**src/rtl/bwzz_pkg.sv**
```systemverilog
// Shared types and widths for the instruction-memory loader.
// Imported by the loader and anything that sizes the imem port.
package bwzz_pkg;

  localparam int INST_W      = 16;
  localparam int IMEM_ADDR_W = 20;

  typedef enum logic [1:0] {
    ST_IDLE,
    ST_LOAD,
    ST_CHECK,
    ST_ERR
  } loader_state_t;

endpackage

```
**src/rtl/imem_loader.sv**
```systemverilog
// Streams instruction words into imem while holding the core,
// then checks a trailing checksum and releases the core.
module imem_loader
  import bwzz_pkg::*;
#(
  parameter int ADDR_W        = IMEM_ADDR_W,
  parameter bit HOLD_AT_RESET = 1'b1
) (
  input  logic              clk,
  input  logic              reset,
  input  logic              load_start,
  input  logic [ADDR_W-1:0] load_base,
  input  logic [ADDR_W:0]   load_len,
  input  logic              in_valid,
  input  logic [INST_W-1:0] in_data,
  output logic              in_ready,
  output logic              imem_we,
  output logic [ADDR_W-1:0] imem_addr,
  output logic [INST_W-1:0] imem_wdata,
  output logic              cpu_hold,
  output logic              busy,
  output logic              done,
  output logic              error,
  output logic [ADDR_W:0]   words_written
);

  loader_state_t     state_q, state_d;
  logic [ADDR_W-1:0] base_q, base_d;
  logic [ADDR_W:0]   len_q, len_d;
  logic [ADDR_W:0]   cnt_q, cnt_d;
  logic [INST_W-1:0] sum_q, sum_d;
  logic              we_q, we_d;
  logic [ADDR_W-1:0] addr_q, addr_d;
  logic [INST_W-1:0] wdata_q, wdata_d;
  logic              hold_q, hold_d;
  logic              done_q, done_d;
  logic              err_q, err_d;

  logic              accept;
  logic              hs;
  logic [INST_W-1:0] sum_nxt;
  logic [INST_W-1:0] chk_sum;
  logic [ADDR_W:0]   cnt_inc;

  // Ready comes only from the state register, never from in_valid.
  assign accept  = (state_q == ST_LOAD) || (state_q == ST_CHECK);
  assign hs      = in_valid && accept;
  assign sum_nxt = sum_q + in_data;
  assign chk_sum = sum_q + in_data;
  assign cnt_inc = cnt_q + 1'b1;

  always_comb begin
    state_d = state_q;
    base_d  = base_q;
    len_d   = len_q;
    cnt_d   = cnt_q;
    sum_d   = sum_q;
    we_d    = 1'b0;
    addr_d  = addr_q;
    wdata_d = wdata_q;
    hold_d  = hold_q;
    done_d  = 1'b0;
    err_d   = err_q;
    unique case (state_q)
      ST_IDLE, ST_ERR: begin
        if (load_start) begin
          base_d  = load_base;
          len_d   = load_len;
          sum_d   = '0;
          cnt_d   = '0;
          err_d   = 1'b0;
          hold_d  = 1'b1;
          state_d = (load_len == '0) ? ST_CHECK : ST_LOAD;
        end
      end
      ST_LOAD: begin
        if (hs) begin
          we_d    = 1'b1;
          addr_d  = base_q + cnt_q[ADDR_W-1:0];
          wdata_d = in_data;
          sum_d   = sum_nxt;
          cnt_d   = cnt_inc;
          if (cnt_inc == len_q) state_d = ST_CHECK;
        end
      end
      ST_CHECK: begin
        if (hs) begin
          if (chk_sum == '0) begin
            done_d  = 1'b1;
            hold_d  = 1'b0;
            state_d = ST_IDLE;
          end else begin
            err_d   = 1'b1;
            state_d = ST_ERR;
          end
        end
      end
      default: state_d = ST_IDLE;
    endcase
  end

  always_ff @(posedge clk or negedge reset) begin
    if (!reset) begin
      state_q <= ST_IDLE;
      base_q  <= '0;
      len_q   <= '0;
      cnt_q   <= '0;
      sum_q   <= '0;
      we_q    <= 1'b0;
      addr_q  <= '0;
      wdata_q <= '0;
      hold_q  <= HOLD_AT_RESET;
      done_q  <= 1'b0;
      err_q   <= 1'b0;
    end else begin
      state_q <= state_d;
      base_q  <= base_d;
      len_q   <= len_d;
      cnt_q   <= cnt_d;
      sum_q   <= sum_d;
      we_q    <= we_d;
      addr_q  <= addr_d;
      wdata_q <= wdata_d;
      hold_q  <= hold_d;
      done_q  <= done_d;
      err_q   <= err_d;
    end
  end

  assign in_ready      = accept;
  assign busy          = accept;
  assign imem_we       = we_q;
  assign imem_addr     = addr_q;
  assign imem_wdata    = wdata_q;
  assign cpu_hold      = hold_q;
  assign done          = done_q;
  assign error         = err_q;
  assign words_written = cnt_q;

endmodule

```
**config.mk**
```make
export PLATFORM = sky130hd
export DESIGN_NAME = imem_loader
export DESIGN_NICKNAME = d
export VERILOG_FILES = /design/src/rtl/bwzz_pkg.sv /design/src/rtl/imem_loader.sv
export SDC_FILE = /design/constraint.sdc
export NUM_CORES = 1
export LEC_CHECK = 0
export CORE_AREA = 2 2 113 115
export CTS_BUF_LIST = sky130_fd_sc_hd__clkbuf_4
export CTS_CLUSTER_DIAMETER = 30
export DETAILED_ROUTE_END_ITERATION = 10
export DIE_AREA = 0 0 115 117
export GPL_TIMING_DRIVEN = 0
export MAX_ROUTING_LAYER = met4
export PLACE_DENSITY = 0.92
export SETUP_SLACK_MARGIN = 0.4
export SYNTH_ARGS = -nofsm -noshare
export SYNTH_HDL_FRONTEND = slang
export SYNTH_SLANG_ARGS = --single-unit
```
**constraint.sdc**
```tcl
create_clock -name clk -period 6 [get_ports clk]
set_clock_uncertainty 0.15 [all_clocks]
set_input_delay 0.9 -clock clk [delete_from_list [all_inputs] [get_ports clk]]
set_output_delay 0.9 -clock clk [all_outputs]
set_load 0.1 [all_outputs]
```
==> metrics.cfg <==
[die]
initial_core_util_pct = 58.9
die_h_um = 117
core_area_mm2 = 0.0123
die_w_um = 115
row_count = 41
num_io_pins = 124
dieArea_mm2 = 0.0135

[grt]
use_met2_pct = 45.2
grt_util_met1_pct = 39.2
grt_pass1_vias = 5995
grt_usage_pct = 29.6
grt_first_pass_wirelength_um = 29800
grt_max_degree = 69
grt_busiest_layer = met2
antenna_found_initial = 1
met3_usage_pct = 5.66
grt-ovfl-total = 0

[sta]
drv_slew = 0
holdWs_ps = 121
fin_crit_ps = 4160
rsz0062_at_grt = false
setup_viol = 0
max_freq_mhz = 241
worst_pin_slew_ps = 1000
slew_headroom_pct = 33.0
hold_viol_final = 0
final.period_utilization_pct = 69.3

[clocking]
clkTransAtPathRegs_ps = 110
numCtsBuffers = 17
clock_latency_ps = 560
htreeDepth = 4
cts_resized = 0
root_buffer = clkbuf_4
clock_path_buffers = 2
cts_setup_buffers = 0
clock-sinks = 120
cts_hold_buf = 0
cts_tree = yes

[detailed_routing]
drt-initial-drc-count = 700
ant_nets = 0
wl_per_cell_um = 18.0
first_pass_iters = 8
vias = 6522
routed_wl_um = 18700
remaining_drc_errors = 0
via_per_inst = 6.27

[yosys]
synth_compound_area_share_pct = 18.4
synth_warnings = 0
syn-cell-area_mm2 = 0.00725
synth_xor_area_share_pct = 6.04
synth-edff-count = 0
synth_cell_types = 66
syn_avg_cell_area_um2 = 9.88
ys_seq_area_share_pct = 41.4
syn_inst = 734
synth_top_family_by_area = compound AO/OA/AOI/OAI gates
ys_top_cells_by_area = dfrtp_1 (41%), mux2_2 (9.0%), ha_1 (6.4%), o21ai_0 (4.6%), xnor2_1 (3.4%)
synth_top_area_share_pct = 41.1
synthAdderAreaFrac_pct = 6.94
synthSimpleGateAreaFrac_pct = 15.1
synth_top_area_cell = dfrtp_1
ys_ff_latch = 120
synth_mux_area_share_pct = 9.42
synth_ff_type = dfrtp_1
synthArstFlopShare_pct = 100
synth_nets = 834

[worst_setup_path]
r2r_cells = 10
r2r_setup_slack_ps = 2150
cp-start-kind = primary input
end_kind = flop
worstPathArrival_ps = 4440
path_max_fanout = 3
required_ps = 6290
path_class = primary input to flop

[hold_path]
min-delay-path-class = primary input to asynchronous set/reset pin

[run]
maxCapViolCount = 0

[place]
place_congestion = 0.958
port_buffers = 123
post-dp-hpwl_um = 14100
placedInstanceArea_mm2 = 0.00870
dpl.cell_count = 1008

[final_layout]
final_area_mm2 = 0.00896
fin_cells = 1041
nFillCells = 926
layout_commonest_cell = clkdlybuf4s50_1
layout_common_cells = clkdlybuf4s50_1 (122), dfrtp_1 (119), o21ai_0 (67), nand2_1 (60), mux2_2 (58)
drive_gt1_share_pct = 11.8
syn_to_final_growth_pct = 23.6
fin_nets = 977

[outcome]
outcome = finished clean

[power_and_ir_drop]
power_density_mw_per_mm2 = 547
p_leak_nw = 3.81
ir_drop_uv = 386

## worst max-delay path, cell delays in order
cell,delay (ps)
clkdlybuf4s50_1,490
ha_1,200
inv_1,60
fa_1,400
nand2b_1,200
a211oi_1,290
o21a_1,230
o21ai_0,220
xnor2_1,230
or4b_1,510
or4_1,400
nor4_1,320
## sequential cells by signal, indices dropped and copies added (netlist names), 2 cells and up
signal         count
base_q            20
imem_addr         20
imem_wdata        16
len_q             21
state_q            2
sum_q             16
words_written     21
## per-layer routing
layer | vias up | share of wire [%]
li1 | 3030 | -
met1 | 3154 | 44
met2 | 292 | 47
met3 | 46 | 7.3
met4 | 0 | 2.4
met5 | - | 0
## cell families after synthesis
logic type / count (synthesis)
adder cells (fa/ha/maj): 39
flip-flops: 120
AND/OR/NAND/NOR: 210
buffers and inverters: 49
AO/OA/AOI/OAI: 205
XOR/XNOR: 50
multiplexers: 61
## worst paths after layout
path | start | to
max reg2reg | words_written[0]$_DFFE_PN0P_ | state_q[1]$_DFFE_PN0P_
min | reset | len_q[16]$_DFFE_PN0P_
min in group clk | imem_addr[16]$_DFFE_PN0P_ | imem_addr[16]$_DFFE_PN0P_
max | in_data[0] | done$_DFF_PN0_
min reg2reg | imem_addr[16]$_DFFE_PN0P_ | imem_addr[16]$_DFFE_PN0P_
max in group asynchronous | reset | cpu_hold$_DFFE_PN1P_
## Yosys cell counts (all sizes together), types with 4 or more instances
cell type and n:
dfrtp 119, o21ai 70, nand2 60, mux2 58, a21oi 38, ha 37, nor2 28, xnor2 28
nand3 23, nor3 23, inv 22, xor2 22, clkbuf 20, a22o 15, nand2b 11, nor4 11
a211oi 10, a21o 9, o31ai 9, and3 8, or3 8, buf 7, o211ai 7, or4 7
and2 6, nand4 6, nor2b 6, o21a 6, a31oi 5, o2111ai 5, a2111o 4, o311ai 4
## cell type report
type	instances	area [um2]	area share, %
flip-flops and latches	120	3000	33.5
inverters	22	82.6	0.922
repair buffers	124	1260	14.1
clock inverters	12	109	1.22
multi-input cells	565	4050	45.2
diodes	1	2.50	0.0279
plain buffers	27	110	1.23
clock buffers	20	150	1.68
well taps	150	188	2.09
## where the power goes
| group | internal, mW | switching [mW] |
|---|---|---|
| clock | 0.251 | 0.302 |
| sequential | 1.13 | 0.218 |
| combinational | 0.999 | 2.00 |
## through the flow
step	util [%]	setup WS [ps]	setup TNS [ps]	power, mW
after global routing	72.8	1640	0	5.17
after CTS	72.7	1900	0	4.89
after detailed placement	70.6	1330	0	4.33
after floorplan	-	2100	0	3.60
final	72.8	1840	0	4.90
after global placement	70.4	-635	-74670	4.24
(Power assumes the default switching activity.)
